[src/rtl/dmem_arbiter.sv]
// rtl/dmem_arbiter.sv - two-port round-robin arbiter and load/store sequencer for dmem
// Grants one byte/half/word request per two cycles and returns extended load data.
module dmem_arbiter (
   input  logic        clk,
   input  logic        rst,
   input  logic        m0_valid,
   output logic        m0_ready,
   input  logic        m0_we,
   input  logic [31:0] m0_addr,
   input  logic [1:0]  m0_size,
   input  logic        m0_unsigned,
   input  logic [31:0] m0_wdata,
   output logic        m0_rvalid,
   output logic [31:0] m0_rdata,
   output logic        m0_err,
   input  logic        m1_valid,
   output logic        m1_ready,
   input  logic        m1_we,
   input  logic [31:0] m1_addr,
   input  logic [1:0]  m1_size,
   input  logic        m1_unsigned,
   input  logic [31:0] m1_wdata,
   output logic        m1_rvalid,
   output logic [31:0] m1_rdata,
   output logic        m1_err,
   output logic [29:0] mem_address,
   output logic [31:0] mem_write_data,
   output logic [3:0]  mem_write_flag,
   output logic        mem_enable,
   input  logic [31:0] mem_read_data
);

   typedef enum logic {IDLE, ACCESS} state_t;

   state_t      state_q, state_d;
   logic        last_grant_q;
   logic        port_q;
   logic        we_q;
   logic [31:0] addr_q;
   logic [1:0]  size_q;
   logic        uns_q;
   logic [3:0]  flag_q, flag_d;
   logic [31:0] wrep_q, wrep_d;
   logic [1:0]  rvalid_q, rvalid_d;
   logic [1:0]  err_q, err_d;
   logic [31:0] rdata0_q, rdata0_d, rdata1_q, rdata1_d;

   logic        grant0, grant1, take;
   logic        sel_we, sel_uns;
   logic [31:0] sel_addr, sel_wdata;
   logic [1:0]  sel_size;
   logic        acc_err;
   logic [7:0]  rd_byte;
   logic [15:0] rd_half;
   logic [31:0] load_val;

   // On a tie the port that did not win last time gets the grant.
   assign grant0 = m0_valid & (~m1_valid | last_grant_q);
   assign grant1 = m1_valid & (~m0_valid | ~last_grant_q);
   assign take     = (state_q == IDLE) & (grant0 | grant1);
   assign m0_ready = (state_q == IDLE) & grant0;
   assign m1_ready = (state_q == IDLE) & grant1;

   assign sel_we    = grant1 ? m1_we       : m0_we;
   assign sel_addr  = grant1 ? m1_addr     : m0_addr;
   assign sel_size  = grant1 ? m1_size     : m0_size;
   assign sel_uns   = grant1 ? m1_unsigned : m0_unsigned;
   assign sel_wdata = grant1 ? m1_wdata    : m0_wdata;

   always_comb begin
      flag_d = 4'b1111;
      wrep_d = sel_wdata;
      case (sel_size)
         2'b00: begin
            flag_d = 4'b0001 << sel_addr[1:0];
            wrep_d = {4{sel_wdata[7:0]}};
         end
         2'b01: begin
            flag_d = sel_addr[1] ? 4'b1100 : 4'b0011;
            wrep_d = {2{sel_wdata[15:0]}};
         end
         default: ;
      endcase
   end

   assign acc_err = (size_q == 2'b11) | ((size_q == 2'b01) & addr_q[0]) |
                    ((size_q == 2'b10) & (addr_q[1:0] != 2'b00));

   assign mem_address    = addr_q[31:2];
   assign mem_write_flag = flag_q;
   assign mem_write_data = wrep_q;
   assign mem_enable     = (state_q == ACCESS) & we_q & ~acc_err;

   assign rd_byte = mem_read_data[{addr_q[1:0], 3'b000} +: 8];
   assign rd_half = addr_q[1] ? mem_read_data[31:16] : mem_read_data[15:0];

   always_comb begin
      load_val = mem_read_data;
      case (size_q)
         2'b00:   load_val = {{24{rd_byte[7] & ~uns_q}}, rd_byte};
         2'b01:   load_val = {{16{rd_half[15] & ~uns_q}}, rd_half};
         default: ;
      endcase
      if (acc_err || we_q) load_val = 32'h0;
   end

   always_comb begin
      state_d  = state_q;
      rvalid_d = 2'b00;
      err_d    = 2'b00;
      rdata0_d = 32'h0;
      rdata1_d = 32'h0;
      case (state_q)
         IDLE:   if (take) state_d = ACCESS;
         ACCESS: begin
            state_d = IDLE;
            rvalid_d[port_q] = 1'b1;
            err_d[port_q]    = acc_err;
            if (port_q) rdata1_d = load_val;
            else        rdata0_d = load_val;
         end
         default: state_d = IDLE;
      endcase
   end

   always_ff @(posedge clk or posedge rst) begin
      if (rst) begin
         state_q      <= IDLE;
         last_grant_q <= 1'b1;
         port_q       <= 1'b0;
         we_q         <= 1'b0;
         addr_q       <= 32'h0;
         size_q       <= 2'b00;
         uns_q        <= 1'b0;
         flag_q       <= 4'h0;
         wrep_q       <= 32'h0;
         rvalid_q     <= 2'b00;
         err_q        <= 2'b00;
         rdata0_q     <= 32'h0;
         rdata1_q     <= 32'h0;
      end else begin
         state_q  <= state_d;
         rvalid_q <= rvalid_d;
         err_q    <= err_d;
         rdata0_q <= rdata0_d;
         rdata1_q <= rdata1_d;
         if (take) begin
            last_grant_q <= grant1;
            port_q       <= grant1;
            we_q         <= sel_we;
            addr_q       <= sel_addr;
            size_q       <= sel_size;
            uns_q        <= sel_uns;
            flag_q       <= flag_d;
            wrep_q       <= wrep_d;
         end
      end
   end

   assign m0_rvalid = rvalid_q[0];
   assign m1_rvalid = rvalid_q[1];
   assign m0_err    = err_q[0];
   assign m1_err    = err_q[1];
   assign m0_rdata  = rdata0_q;
   assign m1_rdata  = rdata1_q;

endmodule

[config.mk]
export PLATFORM = sky130hd
export DESIGN_NAME = dmem_arbiter
export DESIGN_NICKNAME = d
export VERILOG_FILES = /design/src/rtl/dmem_arbiter.sv
export SDC_FILE = /design/constraint.sdc
export NUM_CORES = 1
export LEC_CHECK = 0
export BUFFER_PORTS_ARGS = -buffer_cell sky130_fd_sc_hd__buf_2
export CAP_MARGIN = 5
export CORE_MARGIN = 1
export CORE_UTILIZATION = 47
export CTS_BUF_LIST = sky130_fd_sc_hd__clkbuf_4 sky130_fd_sc_hd__clkbuf_8
export CTS_CLUSTER_SIZE = 10
export DETAILED_ROUTE_END_ITERATION = 10
export HOLD_SLACK_MARGIN = 0.05
export MAX_ROUTING_LAYER = met4
export PLACE_DENSITY = 0.8
export SYNTH_ARGS = -nofsm -noshare
export SYNTH_HDL_FRONTEND = slang
export SYNTH_SLANG_ARGS = --single-unit
[constraint.sdc]
create_clock -name clk -period 12.5 [get_ports clk]
set_input_delay 2.5 -clock clk [delete_from_list [all_inputs] [get_ports clk]]
set_output_delay 2.5 -clock clk [all_outputs]
set_load 0.01 [all_outputs]
## After elaboration in Yosys (flattened, before gate mapping)

Cells that the tools add are included.

| cells by class | value |
|---|---|
| add/sub/neg operators | 0 |
| multiply operators | 0 |
| div/mod/pow operators | 0 |
| magnitude comparators | 2 |
| equality and inequality tests | 4 |
| shift operators | 2 |
| muxes and demuxes | 21 |
| bitwise operators | 23 |
| reductions and logical operators | 5 |

Operators by type and width:

| operator | number |
|---|---|
| 2-to-1 mux 32 bit | 7 |
| one-hot mux 32 bit (2 select lines) | 2 |
| indexed part select 32 x 6 -> 8 bit | 1 |
| 2-to-1 mux 16 bit | 1 |
| bitwise AND 1 bit | 11 |
| one-hot mux 4 bit (2 select lines) | 1 |
| 2-to-1 mux 2 bit | 3 |
| inverter 1 bit | 6 |
| OR 1 bit | 5 |
| equality test 2 x 1 -> 1 bit, second input constant | 2 |
| equality test 2 bit, second input constant | 2 |
| logical NOT 2 bit | 2 |
| 2-to-1 mux 1 bit | 4 |
| 2-to-1 mux 4 bit | 1 |
| left shift 1 x 2 -> 4 bit, first input constant | 1 |
| bitwise AND 2 bit | 1 |
| < comparator 1 x 2 -> 1 bit, second input constant | 1 |
| one-hot mux 1 bit (2 select lines) | 1 |
| nonzero test 2 bit | 1 |
| demux 1 bit (select 1 bit) | 1 |
| greater-or-equal comparator 1 bit, second input constant | 1 |
| logical AND 1 bit | 1 |
| logical OR 1 bit | 1 |

| storage, ports and cells | value |
|---|---|
| bits in registers | 143 |
| latch bits | 0 |
| bits in writable memories | 0 |
| memory bits (read-only) | 0 |
| input port bits | 172 |
| word-level logic and storage cells | 70 |
| memories | 0 |

## Longest topological paths before layout

Gate-level depths: netlist of run 1.

| depth | value |
|---|---|
| depth in word-level cells | 8 |
| depth in mapped cells | 7 |
| mapped depth without buffers | 6 |

## Worst setup path before layout of run 1

OpenSTA, ideal clock, no wires.

| timing | value |
|---|---|
| kind | input -> output |
| from | in m1_valid |
| to | out m1_ready |
| arrival | 3,330 ps |
| required time | 10,000 ps |
| path slack | 6,670 ps |
| cell stages on the path | 5 |
| path buffers | 2 |
| cells stage by stage | a21boi_1 buf_2 nand2_1 clkbuf_1 inv_1 |

| on the way | value |
|---|---|
| word-level cells in the longest chain between the ends | 2 |

Ends and longest elaborated chain:

| item | line | source |
|---|---|---|
| from (decl) | 16 | `input logic m1_valid,` |
| bitwise AND 1 bit | 59 | `assign grant1 = m1_valid & (~m0_valid \| ~last_grant_q);` |
| bitwise AND 1 bit | 62 | `assign m1_ready = (state_q == IDLE) & grant1;` |
| to (decl) | 17 | `output logic m1_ready,` |

No other way between the ends.

## Worst setup path after layout of run 1

| timing | value |
|---|---|
| from | in m0_valid |
| to | out m0_ready |

| on the way | value |
|---|---|
| word-level cells in the longest chain between the ends | 2 |

Ends and longest elaborated chain:

| item | line | source |
|---|---|---|
| from (decl) | 6 | `input logic m0_valid,` |
| bitwise AND 1 bit | 58 | `assign grant0 = m0_valid & (~m1_valid \| last_grant_q);` |
| bitwise AND 1 bit | 61 | `assign m0_ready = (state_q == IDLE) & grant0;` |
| to (decl) | 7 | `output logic m0_ready,` |

No other way between the ends.

==> results of run 1 <==
## report_power, final
part	switching, uW	total [uW]	internal [uW]
Clock	187	414	227
Combinational	254	410	157
Sequential	49.6	579	529
Total	490	1400	913
## worst max-delay path, delay by kind of cell
family,cells,cell delay [ns]
buf+inv,5,1.38
simple gates,1,0.48
compound gates,1,0.08
## area by class of cell
type / instances / area (um^2) / area share
Sequential cell: 143 / 3580 / 0.396
Multi-Input combinational cell: 505 / 3100 / 0.343
Timing Repair Buffer: 318 / 1620 / 0.179
Clock buffer: 18 / 248 / 0.0274
Tap cell: 184 / 230 / 0.0255
Clock inverter: 14 / 205 / 0.0227
Inverter: 11 / 46.3 / 0.00512
Antenna cell: 3 / 7.51 / 0.000831
## metrics by stage
stage                     instance area, um^2  hold slack (ns)
after floorplan                          7200            0.461
after global placement                   8570            0.459
after detailed placement                 8570            0.469
after CTS                                9030            0.490
after global routing                     9030            0.504
final                                    9030            0.495
## logic make-up (layout without fill, tap and decap cells)
group | Yosys count | after routing | synth area share
mux | 61 | 61 | 0.0882
compound gates | 151 | 151 | 0.144
buf+inv | 98 | 361 | 0.0742
simple gates | 293 | 293 | 0.197
other cells | 0 | 3 | 0
flops | 143 | 143 | 0.497
## placed cells by master (no fill, tap or decap), types with 2 or more instances in the layout
cell | Yosys | routed
a31oi_1 | 37 | 37
a211oi_1 | 2 | 2
buf_4 | 34 | 10
nor4_2 | 14 | 14
clkbuf_8 | 0 | 18
a21oi_2 | 2 | 2
o311ai_0 | 8 | 8
and2_1 | 3 | 3
o2bb2ai_1 | 6 | 6
o22ai_1 | 6 | 6
nor3b_1 | 3 | 3
clkinv_4 | 0 | 4
o211ai_1 | 8 | 8
dfrtp_1 | 142 | 142
inv_6 | 0 | 4
nand2_1 | 121 | 121
o221ai_1 | 11 | 11
o22a_1 | 4 | 4
a21boi_0 | 7 | 7
nand3b_1 | 7 | 7
o22ai_2 | 2 | 2
o21ai_0 | 20 | 20
bufinv_16 | 0 | 4
or3_1 | 8 | 8
inv_1 | 10 | 8
a21oi_1 | 20 | 20
nor2b_1 | 10 | 10
nor2_1 | 85 | 85
diode_2 | 0 | 3
a22oi_1 | 9 | 9
nand2b_1 | 10 | 10
o21a_1 | 3 | 3
nor4_1 | 18 | 18
nor3_1 | 8 | 8
buf_2 | 19 | 308
or2_2 | 2 | 2
mux2i_1 | 50 | 50
mux2_2 | 10 | 10
## path summary, 6_finish.rpt
| kind | from | to | cells after the start |
|---|---|---|---|
| hold reg to reg | mem_write_data[6] | mem_write_data[6] | 2 |
| max in group asynchronous | rst | m0_rdata[7] | 3 |
| hold / removal | mem_write_data[6] | mem_write_data[6] | 2 |
| min in group asynchronous | rst | m0_rdata[5] | 2 |
| setup reg to reg | state_q | mem_write_data[27] | 7 |
| setup / recovery | m0_valid | m0_ready | 7 |
## metal layers
layer,wire length [um],vias to the layer above,global-route usage
li1,-,3112,-
met3,1500,54,0.0573
met2,10300,357,0.440
met5,0,-,-
met4,849,0,0.136
met1,8410,3100,0.332
## state kept, by name, indices dropped and copies added (netlist names)
register / cells
addr_q: 32
m0_rdata: 32
m1_rdata: 32
mem_write_data: 32
mem_write_flag: 4
err_q: 2
rvalid_q: 2
size_q: 2
last_grant_q: 1
port_q: 1
state_q: 1
uns_q: 1
we_q: 1
==> results.yml, run 1 <==
timing:
  timing.final.ws_setup_ns: 5.54
  worstMarginPinSlew_ns: 1.02
  fin_tns_setup_ns: 0
  fin_crit_sh: 0.556
  setup_viol: 0
  worst_clock_skew_ns: 0.00744
  grt_setup_unrepaired: "false"
  max_slew_margin: 0.322
  period_minus_slack_ns: 6.96
  slew_violations: 0
  max_freq_mhz: 144
  hold_viol_final: 0
synth:
  synth_area_leaders: "dfrtp_1 (49%), mux2i_1 (6.9%), nand2_1 (6.3%)"
  yosys.area.top_type_share: 0.493
  yosys_warnings: 0
  synth_seq_area_share: 0.497
  ys.flop_type: "dfrtp_1"
  syn-cell-area_um2: 7200
  async_reset_ff_frac: 1.00
  syn_nets: 918
  avgSynthCellArea_um2: 9.66
  ys_types: 49
  synth_commonest_cells: "dfrtp_1 (142), nand2_1 (121), nor2_1 (85)"
  synth_edf_count: 0
  synth.most_common_cell: "dfrtp_1"
  synth_top_cell_by_area: "dfrtp_1"
  ys_ff_latch: 143
  syn_inst: 746
power:
  power-per-cell-area_nw_per_um2: 155
  leakage_uw: 0.00456
  total_power_uw: 1400
  ir_drop_mv: 0.0579
critical_path:
  crit_path_end_kind: "output port"
  crit_chain: "buf_2 > o21ai_2 > inv_2 > buf_4 > nand2_1 > inv_1 > buf_2"
  crit_type: "input port to output port"
  cp_slowest_cell: "buf_4"
  startpoint_type: "input port"
  cpPeakStageDelay_ns: 0.62
  cp.arrival_ns: 4.46
  worstPathRequired_ns: 10.00
  crit_fanout: 93
  reg2reg_setup_slack_ns: 10.08
  cpMostUsedCell: "buf_2"
placement:
  dp_cells: 1161
  gp_congestion: 0.892
  portBuffers: 308
  place_hpwl_mm: 15.3
  pre_cts_ws_ns: 5.56
cts:
  htree_levels: 4
  cts-root-buf: "clkbuf_8"
  cts_tree: "built"
  cts_resized: 0
  hold_buffers: 0
  cts_buffer_depth: 2
  numCtsBuffers: 17
  clk_pin_slew_worst_paths_ns: 0.08
  clock_sinks: 143
  postCtsSetupRepairBufs: 0
  clock_latency_ns: 0.43
cells_and_area:
  layout.nets: 1168
  drive_gt1_frac: 0.385
  fill_cells: 1303
  area_growth_pct: 25.4
  utilization: 0.612
  stdcell_count: 1196
die:
  io_pins: 309
  die_w_um: 126
  die_area_um2: 15800
  rows: 44
  start_util: 0.488
  core_area_um2: 14800
  die_height_um: 126
min_path:
  min_path_type: "flop to flop"
drt:
  drt_wl_total_mm: 21.1
  wl_per_cell_um: 17.6
  dr.pass1.iters: 5
  viasPerCell: 5.54
  ant_nets: 0
  drtIter0Drc: 504
  drc_errors: 0
  vias: 6623
global_route:
  antenna_found_initial: 2
  grt_use_total: 0.275
  grt_pass1_wl_mm: 32.5
  grt-ovfl-total: 0
  grt_max_degree: 94
  grt_pass1_vias: 6183
job:
  cap_violations: 0
run_status:
  outcome: "finished clean"
Power figures use the tool's default switching activity.
==> run 2, diff against run 1 <==
clock period = 6.79 ns   (was 12.5 ns; I/O delays follow)
==> run 2 against run 1 <==
Compared with the run above:
- clock-buffer cell count rose by 3
- cell area fell by 0.58%
- critical path depth fell by 1
- clock skew rose by 0.0081 ns
- power rose by 78%
- die area did not move
- routed wire length rose by 0.64%
- final cell count barely moved
- sequential share of layout area rose by 0.23 points
==> results.yml, run 2 (synthesized netlist as in run 1, its figures left out) <==
run_status:
  outcome: "finished clean"
timing:
  period_minus_slack_ns: 4.37
  fin_hold_ws_ns: 0.485
  hold_viol_final: 0
  grt_setup_unrepaired: "false"
  max_slew_margin: 0.390
  slew_violations: 0
  worst_clock_skew_ns: 0.0156
  timing.final.ws_setup_ns: 2.42
  worstMarginPinSlew_ns: 0.911
  max_freq_mhz: 229
  setup_viol: 0
  fin_crit_sh: 0.644
  fin_tns_setup_ns: 0
critical_path:
  reg2reg_setup_slack_ns: 4.41
  crit_chain: "buf_2 > a21bo_1 > buf_4 > nand2_1 > inv_1 > buf_2"
  cpPeakStageDelay_ns: 0.43
  cp.arrival_ns: 3.02
  cpMostUsedCell: "buf_2"
  worstPathRequired_ns: 5.43
  cp_slowest_cell: "buf_4"
  crit_type: "input port to output port"
  crit_fanout: 50
  r2r_start: "size_q[1]"
  worstSetupStartpoint: "m1_valid"
  crit_path_end_kind: "output port"
  startpoint_type: "input port"
cts:
  hold_buffers: 0
  cts_tree: "built"
  htree_levels: 4
  cts-root-buf: "clkbuf_8"
  clock_latency_ns: 0.45
  cts_resized: 0
  clk_pin_slew_worst_paths_ns: 0.08
  postCtsSetupRepairBufs: 0
  cts_buffer_depth: 2
  numCtsBuffers: 17
  clock_sinks: 143
power:
  power-per-cell-area_nw_per_um2: 279
  ir_drop_mv: 0.134
  leakage_uw: 0.00453
cells_and_area:
  multi_input_area_um2: 3100
  seq_area_um2: 3580
  final_common_cell: "buf_2"
  layout.nets: 1168
  utilization: 0.609
  drive_gt1_frac: 0.385
  area_growth_pct: 24.7
  fill_cells: 1293
  mostFrequentLayoutCells: "buf_2 (308), dfrtp_1 (142), nand2_1 (121)"
drt:
  dr.pass1.iters: 5
  ant_nets: 0
  viasPerCell: 5.51
  wl_per_cell_um: 17.7
  drc_errors: 0
  drtIter0Drc: 621
  drt_wl_total_mm: 21.2
  vias: 6590
die:
  die_height_um: 126
  die_w_um: 126
  core_area_um2: 14800
  io_pins: 309
  rows: 44
  start_util: 0.488
  die_area_um2: 15800
min_path:
  min_path_type: "flop to flop"
  hp-start: "mem_write_data[3]"
placement:
  place_hpwl_mm: 15.6
  portBuffers: 308
  gp_congestion: 0.932
  pre_cts_ws_ns: 2.46
job:
  cap_violations: 0
global_route:
  antenna_found_initial: 2
  grt_max_degree: 93
  grt_pass1_wl_mm: 32.6
  grt_pass1_vias: 6122
  grt_use_total: 0.279
  grt-ovfl-total: 0
-- run 2: worst max-delay path, delay by kind of cell --
family,cells,cell delay (ns)
buffers and inverters,4,1.09
AND/OR/NAND/NOR,1,0.39
AO/OA/AOI/OAI,1,0.17
-- run 2: area by class of cell --
type	count	area share
Clock inverter	11	0.0148
Sequential cell	143	0.399
Timing Repair Buffer	318	0.180
Multi-Input combinational cell	505	0.345
Antenna cell	2	0.000557
Clock buffer	21	0.0301
Inverter	11	0.00515
Tap cell	184	0.0256
-- run 2: per-layer routing --
layer / share of wire / vias up / global-route usage
li1: - / 3097 / -
met1: 0.40 / 3088 / 0.337
met2: 0.50 / 352 / 0.449
met3: 0.065 / 53 / 0.0442
met4: 0.036 / 0 / 0.152
met5: 0 / - / -
-- run 2: power by group --
part           switching [uW]  internal, uW  leakage (uW)
logic                     468           288       0.00253
registers                91.5           974       0.00181
clock network             331           351      0.000190
-- run 2: worst paths after layout --
kind	end	depth (start not counted)
max reg2reg	m1_rdata[19]	5
max	m0_ready	6
min in group asynchronous	rvalid_q[0]	2
min reg2reg	mem_write_data[3]	2
max in group asynchronous	uns_q	3
min	mem_write_data[3]	2
-- run 2: through the flow --
step | power (uW) | cells | cell area (um^2)
floorplan | 1600 | 746 | 7200
global placement | 1820 | 1161 | 8570
detailed placement | 1840 | 1161 | 8570
CTS | 2520 | 1193 | 8980
global route | 2640 | 1195 | 8980
finish | 2500 | 1195 | 8980
==> run 3, diff against run 2 <==
CORE_UTILIZATION = 45   (was 47)
clock period = 3.67 ns   (was 6.79 ns; I/O delays follow)
==> run 3 against run 2 <==
Compared with the run above:
- core utilization decreased by 2.0 points
- non-clock buffer count up 1
- critical path depth is 2 lower
- worst hold slack got worse by 0.0015 ns
- power is 91% higher
- register-to-register slack lost 3.1 ns
- sequential power up 85%
- worst setup slack worse by 1.7 ns
- via count grew 1.5%
- combinational power increased by 85%
- clock skew about the same
- global-route usage fell by 0.65 points
==> results.yml, run 3 (synthesized netlist as in run 1, its figures left out) <==
die:
  rows: 45
  die_height_um: 129
  start_util: 0.467
  io_pins: 309
  die_w_um: 129
  die_area_um2: 16500
  core_area_um2: 15400
timing:
  grt_setup_unrepaired: "false"
  worstMarginPinSlew_ns: 0.958
  max_slew_margin: 0.359
  worst_clock_skew_ns: 0.0153
  fin_crit_sh: 0.809
  period_minus_slack_ns: 2.97
  fin_tns_setup_ns: 0
  max_freq_mhz: 337
  fin_hold_ws_ns: 0.483
  slew_violations: 0
  setup_viol: 0
  hold_viol_final: 0
cts:
  clock_latency_ns: 0.46
  hold_buffers: 0
  cts_buffer_depth: 2
  clock_sinks: 143
  clk_pin_slew_worst_paths_ns: 0.09
  postCtsSetupRepairBufs: 0
  htree_levels: 4
  numCtsBuffers: 17
  cts_resized: 0
  cts_tree: "built"
  cts-root-buf: "clkbuf_8"
drt:
  drc_errors: 0
  ant_nets: 0
  drt_wl_total_mm: 21.7
  vias: 6688
  drtIter0Drc: 578
  viasPerCell: 5.46
  wl_per_cell_um: 17.7
  dr.pass1.iters: 5
cells_and_area:
  final_common_cell: "buf_2"
  area_growth_pct: 26.0
  drive_gt1_frac: 0.386
  final_area_um2: 9080
  mostFrequentLayoutCells: "buf_2 (308), dfrtp_1 (142), nand2_1 (121)"
  layout.nets: 1169
  fill_cells: 1346
critical_path:
  reg2reg_depth: 5
  reg2reg_setup_slack_ns: 1.28
  crit_type: "flop to output port"
  cp.depth: 4
  startpoint_type: "flop"
  cp.arrival_ns: 2.24
  cp_slowest_cell: "dfrtp_1"
  r2r_start: "size_q[1]"
  cpPeakStageDelay_ns: 0.94
  crit_chain: "o21a_1 > o22ai_2 > and3_1 > buf_2"
  crit_path_end_kind: "output port"
  critPathTopFamily: "flip-flops"
  critPathBufInv: 1
  crit_fanout: 32
  worstSetupStartpoint: "size_q[1]"
  worstPathRequired_ns: 2.94
run_status:
  outcome: "finished clean"
global_route:
  antenna_found_initial: 3
  grt-ovfl-total: 0
  grt_pass1_vias: 6106
  grt_use_total: 0.272
  grt_pass1_wl_mm: 32.8
  grt_max_degree: 144
placement:
  placed_area_um2: 8630
  place_hpwl_mm: 15.8
  portBuffers: 308
  gp_congestion: 0.923
job:
  cap_violations: 0
power:
  power-per-cell-area_nw_per_um2: 527
  ir_drop_mv: 0.244
  leakage_uw: 0.00456
min_path:
  hp-start: "mem_write_data[6]"
  holdPathStages: 2
  min_path_type: "flop to flop"
-- run 3: changes by cell type in the layout (fill, tap and decap cells not counted), sizes merged --
cell,change
buf,+1
inv,-2
clkinv,-1
clkinvlp,-1
bufinv,+1
diode,+1
clkbuf,+3
-- run 3: worst paths after layout --
path                                      to
min in group asynchronous  mem_write_data[7]
max in group asynchronous          addr_q[6]
min reg2reg                mem_write_data[6]
min                        mem_write_data[6]
max reg2reg                     m1_rdata[31]
max                               mem_enable
-- run 3: worst min-delay path, stage by stage, from the launching register on --
cell and delay, ns:
dfrtp_1 0.35, nand2_1 0.04, o21ai_0 0.06
-- run 3: cell type report --
class | instances | area (um^2) | area share
antenna | 3 | 7.51 | 0.000827
sequential | 143 | 3580 | 0.394
clock buffer | 24 | 318 | 0.0350
tap | 211 | 264 | 0.0291
inverter | 11 | 45.0 | 0.00496
timing repair buffer | 319 | 1640 | 0.180
clock inverter | 8 | 126 | 0.0139
multi-input combinational | 505 | 3100 | 0.342
-- run 3: routing by layer --
metal | GRT usage | wire (um)
met5 | - | 0
met1 | 0.331 | 8610
met2 | 0.423 | 10300
met4 | 0.152 | 1010
met3 | 0.0578 | 1740
-- run 3: through the flow --
stage | std cells | setup slack, ns | power, uW | utilization
final | 1224 | 0.700 | 4780 | 0.588
after global routing | 1224 | 0.588 | 5020 | 0.588
after CTS | 1221 | 0.704 | 4800 | 0.588
after detailed placement | 1189 | 1.05 | 3410 | 0.559
after global placement | 1189 | 1.10 | 3380 | 0.559
after floorplan | 746 | 1.15 | 2960 | -
-- run 3: where the power goes --
part / internal (uW) / switching [uW]
registers: 1800 / 176
logic: 539 / 866
clock network: 780 / 620
total: 3120 / 1660
